`src/rtl/dbg_pkg.sv`:
```
// Shared types and constants for the debug access port: opcodes, FSM states,
// STATUS word bit positions and the default HALT timeout.
package dbg_pkg;

    typedef enum logic [2:0] {
        OP_STATUS = 3'd0,
        OP_HALT   = 3'd1,
        OP_RESUME = 3'd2,
        OP_STEP   = 3'd3,
        OP_RD_GPR = 3'd4,
        OP_WR_GPR = 3'd5,
        OP_RD_PC  = 3'd6,
        OP_WR_PC  = 3'd7
    } dbg_op_e;

    typedef enum logic [2:0] {
        S_IDLE     = 3'd0,
        S_HALTING  = 3'd1,
        S_STEPPING = 3'd2,
        S_ACCESS   = 3'd3,
        S_RESP     = 3'd4
    } dbg_state_e;

    localparam int STATUS_HALTED        = 0;
    localparam int STATUS_BREAK         = 1;
    localparam int HALT_TIMEOUT_DEFAULT = 256;

endpackage

```
`src/rtl/dbg_access_port_halt_timer.sv`:
```
// Loadable down-counter bounding the HALT handshake; timeout is high once the
// count reaches zero, i.e. in the TIMEOUT-th enabled cycle after a load.
module dbg_halt_timer
    import dbg_pkg::*;
#(
    parameter int TIMEOUT = HALT_TIMEOUT_DEFAULT
) (
    input  logic clk,
    input  logic rst_n,
    input  logic load,
    input  logic en,
    output logic timeout
);

    localparam int CW = $clog2(TIMEOUT + 1);
    localparam logic [CW-1:0] LOAD_VAL = CW'(TIMEOUT - 1);

    logic [CW-1:0] count;

    always_ff @(posedge clk or negedge rst_n) begin
        if (!rst_n) begin
            count <= '0;
        end else if (load) begin
            count <= LOAD_VAL;
        end else if (en && (count != '0)) begin
            count <= count - CW'(1);
        end
    end

    assign timeout = (count == '0);

endmodule

```
`src/rtl/dbg_access_port.sv`:
```
// Debug responder: halts the core, accesses GPRs/PC while halted, one response
// per request. Optional DBG_BREAK_HALT_EN lets a retiring ebreak halt the core.
//
// state      | meaning
// IDLE       | ready for a request
// HALTING    | halt_req high, waiting for core_halted or timeout
// STEPPING   | step issued, waiting for step_done
// ACCESS     | one-cycle GPR/PC read sample or write pulse
// RESP       | response valid, waiting for rsp_ready
module dbg_access_port
    import dbg_pkg::*;
#(
    parameter int XLEN         = 64,
    parameter int NREG         = 32,
    parameter int HALT_TIMEOUT = HALT_TIMEOUT_DEFAULT
) (
    input  logic                      clk,
    input  logic                      rst_n,
    input  logic                      req_valid,
    output logic                      req_ready,
    input  logic [2:0]                req_op,
    input  logic [$clog2(NREG)-1:0]   req_addr,
    input  logic [XLEN-1:0]           req_wdata,
    output logic                      rsp_valid,
    input  logic                      rsp_ready,
    output logic [XLEN-1:0]           rsp_data,
    output logic                      rsp_err,
    output logic                      halt_req,
    input  logic                      core_halted,
    output logic                      step_req,
    input  logic                      step_done,
    output logic [$clog2(NREG)-1:0]   rf_raddr,
    input  logic [XLEN-1:0]           rf_rdata,
    output logic                      rf_wen,
    output logic [$clog2(NREG)-1:0]   rf_waddr,
    output logic [XLEN-1:0]           rf_wdata,
    input  logic [XLEN-1:0]           pc,
    output logic                      pc_wen,
    output logic [XLEN-1:0]           pc_wdata,
    input  logic                      is_break
);

    localparam int AW = $clog2(NREG);

    dbg_state_e     state, state_nxt;
    dbg_op_e        op_q, op_nxt;
    logic [AW-1:0]  addr_q, addr_nxt;
    logic [XLEN-1:0] wdata_q, wdata_nxt;
    logic           halt_req_nxt, step_req_nxt;
    logic           break_seen, break_nxt;
    logic [XLEN-1:0] rsp_data_nxt;
    logic           rsp_err_nxt;
    logic           timer_load, timeout;
    logic           halted;
    logic [XLEN-1:0] status_word;

    dbg_halt_timer #(.TIMEOUT(HALT_TIMEOUT)) u_timer (
        .clk     (clk),
        .rst_n   (rst_n),
        .load    (timer_load),
        .en      (state == S_HALTING),
        .timeout (timeout)
    );

    assign halted = halt_req && core_halted;

    always_comb begin
        status_word                = '0;
        status_word[STATUS_HALTED] = halted;
        status_word[STATUS_BREAK]  = break_seen;
    end

    always_ff @(posedge clk or negedge rst_n) begin
        if (!rst_n) begin
            state      <= S_IDLE;
            op_q       <= OP_STATUS;
            addr_q     <= '0;
            wdata_q    <= '0;
            halt_req   <= 1'b0;
            step_req   <= 1'b0;
            break_seen <= 1'b0;
            rsp_data   <= '0;
            rsp_err    <= 1'b0;
        end else begin
            state      <= state_nxt;
            op_q       <= op_nxt;
            addr_q     <= addr_nxt;
            wdata_q    <= wdata_nxt;
            halt_req   <= halt_req_nxt;
            step_req   <= step_req_nxt;
            break_seen <= break_nxt;
            rsp_data   <= rsp_data_nxt;
            rsp_err    <= rsp_err_nxt;
        end
    end

    always_comb begin
        state_nxt    = state;
        op_nxt       = op_q;
        addr_nxt     = addr_q;
        wdata_nxt    = wdata_q;
        halt_req_nxt = halt_req;
        step_req_nxt = 1'b0;
        break_nxt    = break_seen;
        rsp_data_nxt = rsp_data;
        rsp_err_nxt  = rsp_err;
        timer_load   = 1'b0;

        case (state)
            S_IDLE: begin
                if (req_valid) begin
                    op_nxt       = dbg_op_e'(req_op);
                    addr_nxt     = req_addr;
                    wdata_nxt    = req_wdata;
                    rsp_data_nxt = '0;
                    rsp_err_nxt  = 1'b0;
                    state_nxt    = S_RESP;
                    case (dbg_op_e'(req_op))
                        OP_STATUS: rsp_data_nxt = status_word;
                        OP_HALT: begin
                            if (!halted) begin
                                halt_req_nxt = 1'b1;
                                timer_load   = 1'b1;
                                state_nxt    = S_HALTING;
                            end
                        end
                        OP_RESUME: begin
                            halt_req_nxt = 1'b0;
                            break_nxt    = 1'b0;
                        end
                        OP_STEP: begin
                            if (halted) begin
                                step_req_nxt = 1'b1;
                                state_nxt    = S_STEPPING;
                            end else begin
                                rsp_err_nxt = 1'b1;
                            end
                        end
                        default: begin
                            if (halted) state_nxt = S_ACCESS;
                            else        rsp_err_nxt = 1'b1;
                        end
                    endcase
                end
            end
            S_HALTING: begin
                if (core_halted) begin
                    state_nxt = S_RESP;
                end else if (timeout) begin
                    halt_req_nxt = 1'b0;
                    rsp_err_nxt  = 1'b1;
                    state_nxt    = S_RESP;
                end
            end
            S_STEPPING: begin
                if (step_done) state_nxt = S_RESP;
            end
            S_ACCESS: begin
                if (op_q == OP_RD_GPR)     rsp_data_nxt = rf_rdata;
                else if (op_q == OP_RD_PC) rsp_data_nxt = pc;
                state_nxt = S_RESP;
            end
            S_RESP: begin
                if (rsp_ready) state_nxt = S_IDLE;
            end
            default: state_nxt = S_IDLE;
        endcase

`ifdef DBG_BREAK_HALT_EN
        // Applied last so a break still wins when it lands on a HALT acceptance.
        if (is_break && !halt_req) begin
            halt_req_nxt = 1'b1;
            break_nxt    = 1'b1;
        end
`endif
    end

`ifndef DBG_BREAK_HALT_EN
    logic break_unused;
    assign break_unused = is_break;
`endif

    assign req_ready = (state == S_IDLE);
    assign rsp_valid = (state == S_RESP);

    // Write ports are gated by ACCESS so they idle at zero everywhere else.
    assign rf_wen   = (state == S_ACCESS) && (op_q == OP_WR_GPR) && (addr_q != '0);
    assign rf_waddr = rf_wen ? addr_q : '0;
    assign rf_wdata = rf_wen ? wdata_q : '0;
    assign pc_wen   = (state == S_ACCESS) && (op_q == OP_WR_PC);
    assign pc_wdata = pc_wen ? wdata_q : '0;
    assign rf_raddr = ((state == S_ACCESS) && (op_q == OP_RD_GPR)) ? addr_q : '0;

endmodule

```
`config.mk`:
```
export PLATFORM = sky130hd
export DESIGN_NAME = dbg_access_port
export DESIGN_NICKNAME = d
export VERILOG_FILES = /design/src/rtl/dbg_pkg.sv /design/src/rtl/dbg_access_port_halt_timer.sv /design/src/rtl/dbg_access_port.sv
export SDC_FILE = /design/constraint.sdc
export NUM_CORES = 1
export LEC_CHECK = 0
export BUFFER_PORTS_ARGS = -buffer_cell sky130_fd_sc_hd__buf_2
export CAP_MARGIN = 20
export CORE_AREA = 2 2 163 165
export CTS_CLUSTER_DIAMETER = 30
export CTS_CLUSTER_SIZE = 8
export DETAILED_ROUTE_END_ITERATION = 10
export DIE_AREA = 0 0 165 167
export PLACE_DENSITY = 0.61
export SLEW_MARGIN = 40
export SYNTH_ARGS = -nofsm -noshare
export SYNTH_HDL_FRONTEND = slang
export SYNTH_SLANG_ARGS = --single-unit
```
`constraint.sdc`:
```
create_clock -name clk -period 3.4 [get_ports clk]
set_input_delay 0.68 -clock clk [delete_from_list [all_inputs] [get_ports clk]]
set_output_delay 0.68 -clock clk [all_outputs]
set_load 0.03 [all_outputs]
```
==> reports/metrics.yaml, run 1 <==
synth_area_leaders: "dfrtp_1 (51%), and2_1 (12%), mux2_2 (11%)"
gp_congestion: 0.791
hold_violations: 0
synth_top_cell_area_share_pct: 50.9
layout-drive-gt1-share_pct: 52.4
finalSetupViolCount: 0
wirelength_um: 23400
ff2ff_path_depth: 6
status: "finished clean"
grt_pass1_vias: 6224
ir_drop_uv: 442
chipHeight_um: 167
numCtsBuffers: 17
critPathCaptureType: "output pin"
regArea_mm2: 0.00378
hold_path.class: "in -> async"
grt_setup_unrepaired: "false"
fillCellCount: 2574
wl_per_cell_um: 17.1
die-area_mm2: 0.0276
grt_max_degree: 65
synth_area_mm2: 0.00742
diodes: 0
grtUsageMet1_pct: 20.3
initial_core_util_pct: 28.8
clockBufferDepth: 2
vias: 6240
period_minus_slack_ns: 3.19
instances_no_fill: 1366
leakage_nw: 5.42
fin_tns_setup_ns: 0
regToRegEndpoint: "rsp_data[34]"
multi_input_area_mm2: 0.00342
synthArstFlopShare_pct: 100
syn_inst: 621
seq_area_frac_synth_pct: 50.9
synth_warnings: 0
ant_nets: 0
firstDrtPassIters: 4
rows: 59
io_pins: 416
max_slew_margin_pct: 52.3
fin_nets: 1227
synth_top_area_cell: "dfrtp_1"
antenna_found_initial: 1
grt_first_pass_wirelength_um: 35100
r2r_start: "state[2]"
synth_edf_count: 0
grt_use_total_pct: 16.6
synth_fp_nets: 829
cp.required_ns: 2.72
maxCapViolCount: 0
start_kind: "register"
portBuffers: 414
drc: 0
synth_area_per_cell_um2: 11.9
cts_root_buffer: "clkbuf_16"
dp_cells: 1335
fmax_ghz: 0.314
crit_type: "reg -> out"
synthDistinctLibCells: 48
r2r_setup_slack_ns: 0.62
dpl.hpwl_um: 17600
skew_ns: 0.00806
grt_util_met3_pct: 4.38
power_density_mw_per_mm2: 613
clock-sinks: 151
finalCritPeriodShare_pct: 93.7
maxSlewViolCount: 0
synth_ff_type: "dfrtp_1"
synth_seq_cells: 151
use_met2_pct: 28.3
cts_tree: "done"
drt_iter0_drc: 252
worst-slew-pin-transition_ns: 0.716
clkTransAtPathRegs_ns: 0.07
area_growth_syn_to_layout_pct: 40.8
worstSkewPairLatency_ns: 0.42
overflow: 0
avgViaCountPerCell: 4.57
die_x_um: 165
critPathMaxFanout: 11
cts_max_level: 4
cp_data_arrival_time_ns: 2.51
crit_path_start: "state[2]"
grt_busiest_layer: "met2"
core_area_mm2: 0.0258
## where the power goes
group	total (mW)	leakage [nW]	switching, mW	internal (mW)
clock	1.96	0.284	0.789	1.17
combinational	1.71	3.23	0.807	0.899
sequential	2.74	1.91	0.435	2.30
## repair_timing
action | 4_1_cts | 5_1_grt
hold buffers | 0 | 0
buffers inserted | 0 | 0
setup endpoints to repair | 0 | 5
gates resized for setup | 0 | 1
## state kept, by name, summed over array words and instances (netlist names)
register and cells:
u_timer.count 9, halt_req 1, step_req 1, state 3, rsp_err 1, wdata_q 64
op_q 3, rsp_data 64, addr_q 5
## worst max path at each step
stage	slack [ns]	endpoint
CTS	0.008	rf_raddr[4]
floorplan	0.93	rf_wdata[54]
global route	0.05	rf_raddr[4]
finish	0.21	rf_raddr[2]
detailed placement	0.46	rf_raddr[2]
global placement	0.52	rf_raddr[4]
## layout make-up
| class | count | share of cell area [%] |
|---|---|---|
| Clock buffer | 19 | 4.15 |
| Clock inverter | 12 | 1.63 |
| Inverter | 4 | 0.144 |
| Multi-Input combinational cell | 419 | 32.8 |
| Sequential cell | 151 | 36.2 |
| Tap cell | 335 | 4.01 |
| Timing Repair Buffer | 426 | 21.1 |
## cells in the final DEF (no fill, tap or decap), types with 3 or more instances in the layout
master	Yosys	final
clkbuf_16	0	17
nor3_1	6	6
nand2_1	9	9
nand3_1	4	4
clkinvlp_4	0	3
o2bb2ai_1	63	63
mux2_2	72	72
bufinv_16	0	3
and2_1	139	138
nor2_1	8	6
buf_2	22	413
buf_12	0	3
o21ai_0	4	4
a21oi_1	7	7
inv_1	4	4
mux2i_1	65	65
buf_4	0	9
dfrtp_1	151	151
## cell usage after synthesis, drive strengths merged (3+ instances only)
cell type  count
nand3          4
nand2          9
clkbuf        23
dfrtp        151
a21oi          7
mux2          73
nor3           7
or4b           4
mux2i         65
o2bb2ai       63
nor2           8
inv            4
buf           24
nor3b          3
and2         139
o21ai          5
## routing by layer
metal,vias up,wire length (um)
met2,280,11300
li1,3009,-
met1,2918,9670
met3,31,1760
met5,-,11
met4,2,601
## critical path, stage by stage (launching register included)
cell and delay [ns]:
dfrtp_1 0.50, nand3b_1 0.36, or3b_2 0.55, nor2_2 0.28, and2_1 0.18, buf_2 0.22
## metrics by stage
step | total power [mW] | area [um2] | hold WS [ns] | util [%] | worst slack, ns
2_1_floorplan | 3.92 | 7420 | 0.384 | - | 0.929
5_1_grt | 6.79 | 10400 | 0.240 | 40.5 | 0.0455
4_1_cts | 6.50 | 10400 | 0.232 | 40.5 | 0.00844
3_3_place_gp | 4.46 | 9840 | 0.467 | 38.2 | 0.516
6_report | 6.40 | 10400 | 0.226 | 40.5 | 0.214
3_5_place_dp | 4.51 | 9840 | 0.468 | 38.2 | 0.463
## kinds of logic after synthesis
group                      count (synthesis)  share of synthesized area [%]
DFF                                      151                           50.9
and+or+nand+nor                          188                           15.8
muxes                                    138                           19.9
adders and majority gates                  1                          0.169
buffers and inverters                     51                           3.17
AOI/OAI and AO/OA                         91                           9.97
xor gates and xnor gates                   1                          0.118
Power figures use the tool's default switching activity.
==> run 2: changes to the inputs <==
CTS_CLUSTER_DIAMETER = 150   (was 30)
REMOVE_ABC_BUFFERS = 1   (was not set)
==> run 2 against run 1 <==
  * Register-to-register slack got worse by 0.02 ns
  * Cell count barely moved
  * Global-route usage rose by 0.21 points
  * Clock skew rose by 0.0024 ns
  * Critical path depth rose by 3
  * Non-clock buffer count fell by 1
  * Sequential share of layout area rose by 0.13 points
  * Sequential power barely moved
==> reports/metrics.yaml, run 2 (synthesis results as in run 1) <==
hold-worst-slack_ns: 0.283  # was 0.226 ns
cts_resized: 0  # unchanged
internal_power_mw: 4.16  # was 4.37 mW
drc: 0  # unchanged
final_cell_mix: "buf_2 (413), dfrtp_1 (151), and2_1 (138)"  # unchanged
max_slew_margin_pct: 52.7  # was 52.3%
overflow: 0  # unchanged
core_area_mm2: 0.0258  # unchanged
hold_path.class: "in -> async"  # unchanged
wirelength_um: 23500  # was 23400 um
power_density_mw_per_mm2: 600  # was 613 mW/mm2
critPathMaxFanout: 65  # was 11
worst-slew-pin-transition_ns: 0.710  # was 0.716 ns
cts_root_buffer: "clkbuf_16"  # unchanged
cpMaxStageDelayCell: "dfrtp_1"  # was or3b_2
fmax_ghz: 0.318  # was 0.314 GHz
r2r_start: "state[2]"  # unchanged
crit_type: "reg -> out"  # unchanged
clock-sinks: 151  # unchanged
dpl.hpwl_um: 17300  # was 17600 um
post_cts_buffers: 0  # unchanged
ant_nets: 0  # unchanged
power_frac_clock_pct: 28.6  # was 30.6%
final_common_cell: "buf_2"  # unchanged
leakage_nw: 5.40  # was 5.42 nW
placed_area_mm2: 0.00985  # was 0.00984 mm2
critPathMaxStageDelay_ns: 0.50  # was 0.55 ns
layout-drive-gt1-share_pct: 52.3  # was 52.4%
hold_violations: 0  # unchanged
swShare_pct: 33.4  # was 31.7%
grt_first_pass_wirelength_um: 35400  # was 35100 um
avgViaCountPerCell: 4.60  # was 4.57
numCtsBuffers: 17  # unchanged
rows: 59  # unchanged
area_growth_syn_to_layout_pct: 40.3  # was 40.8%
largest_registers: "rsp_data (64), wdata_q (64), u_timer.count (9)"  # unchanged
chipHeight_um: 167  # unchanged
finalSetupViolCount: 0  # unchanged
place_ws_ns: 0.606  # was 0.463 ns
clockBufferDepth: 2  # unchanged
hold_buffers: 0  # unchanged
p_total_mw: 6.25  # was 6.40 mW
skew_ns: 0.0104  # was 0.00806 ns
initial_core_util_pct: 28.8  # unchanged
finalCritPeriodShare_pct: 92.5  # was 93.7%
portBuffers: 414  # unchanged
grt_setup_unrepaired: "false"  # unchanged
grt_pass1_vias: 6361  # was 6224
cts_tree: "done"  # unchanged
maxSlewViolCount: 0  # unchanged
gp_congestion: 0.834  # was 0.791
path_common_cell: "buf_4"
vias: 6285  # was 6240
die_x_um: 165  # unchanged
grt_max_degree: 83  # was 65
fillCellCount: 2551  # was 2574
stdcell_area_mm2: 0.0104  # about the same
grt_use_total_pct: 16.8  # was 16.6%
clkTransAtPathRegs_ns: 0.07  # about the same
firstDrtPassIters: 4  # unchanged
worst_slack_ns: 0.255  # was 0.214 ns
pwr-share-seq_pct: 43.8  # was 42.8%
dp_cells: 1334  # was 1335
status: "finished clean"  # unchanged
crit_chain: "nand3b_1 > buf_4 > nor3_2 > buf_4 > o21a_2 > buf_12 > and2_1 > buf_2"  # was nand3b_1 > or3b_2 > nor2_2 > and2_1 > buf_2
antenna_found_initial: 5  # was 1
io_pins: 416  # unchanged
worstSkewPairLatency_ns: 0.42  # about the same
fin_nets: 1226  # was 1227
critPathCaptureType: "output pin"  # unchanged
comb_power_share_pct: 27.5  # was 26.7%
wl_per_cell_um: 17.2  # was 17.1 um
switching_power_mw: 2.08  # was 2.03 mW
die-area_mm2: 0.0276  # unchanged
cp.required_ns: 2.72  # about the same
crit_path_start: "state[2]"  # unchanged
period_minus_slack_ns: 3.15  # was 3.19 ns
instances_no_fill: 1367  # was 1366
start_kind: "register"  # unchanged
cp_data_arrival_time_ns: 2.47  # was 2.51 ns
drt_iter0_drc: 230  # was 252
cts_max_level: 4  # unchanged
ir_drop_uv: 320  # was 442 uV
maxCapViolCount: 0  # unchanged
## run 2: cell types whose count changed in the layout (fill, tap and decap cells not counted), sizes merged
| cell | change |
|---|---|
| inv | +3 |
| clkinv | +1 |
| buf | -2 |
| diode | +1 |
| clkbuf | +1 |
| bufinv | -3 |
## run 2: critical path: cells and delay by family, from the launching register on
kind | cells | cell delay [ns]
and+or+nand+nor | 3 | 0.59
buffers and inverters | 4 | 0.76
AOI/OAI and AO/OA | 1 | 0.16
DFF | 1 | 0.50
## run 2: cell type report
cell class                 count  area [um2]  share of cell area, %
clock inverter                13         114                   1.09
clock buffer                  19         433                   4.16
multi-input combinational    419        3420                   32.8
sequential                   151        3780                   36.3
tap                          335         419                   4.03
antenna                        1        2.50                 0.0240
inverter                       4        15.0                  0.144
timing repair buffer         425        2230                   21.4
## run 2: worst paths after layout
check,end,slack (ns),cells past startpoint
max in group asynchronous,wdata_q[12],2.34,2
max,rf_wdata[2],0.25,8
min in group clk,wdata_q[22],0.48,2
max reg2reg,rsp_data[34],0.60,6
min reg2reg,rsp_data[42],0.48,1
min,rsp_data[17],0.28,1
## run 2: routing by layer
layer,routed length [um],part of all wire (%),up-vias,global-route usage [%]
met3,1790,7.6,24,4.76
met5,43,0.18,-,0
met4,452,1.9,6,4.88
li1,-,-,3006,-
met1,9670,41,2964,20.4
met2,11600,49,285,28.9
## run 2: power groups by stage
stage | Sequential [mW] | Combinational (mW) | Clock [mW]
CTS | 2.75 | 1.75 | 1.85
floorplan | 2.61 | 1.25 | 0
finish | 2.74 | 1.72 | 1.79
global route | 2.83 | 1.89 | 1.93
global placement | 2.75 | 1.71 | 0
detailed placement | 2.77 | 1.75 | 0
## run 2: metrics by stage
step | setup TNS (ns) | utilization, %
2_1_floorplan | -293.70 | -
4_1_cts | 0 | 40.4
3_3_place_gp | 0 | 38.2
6_report | 0 | 40.4
5_1_grt | 0 | 40.4
3_5_place_dp | 0 | 38.2
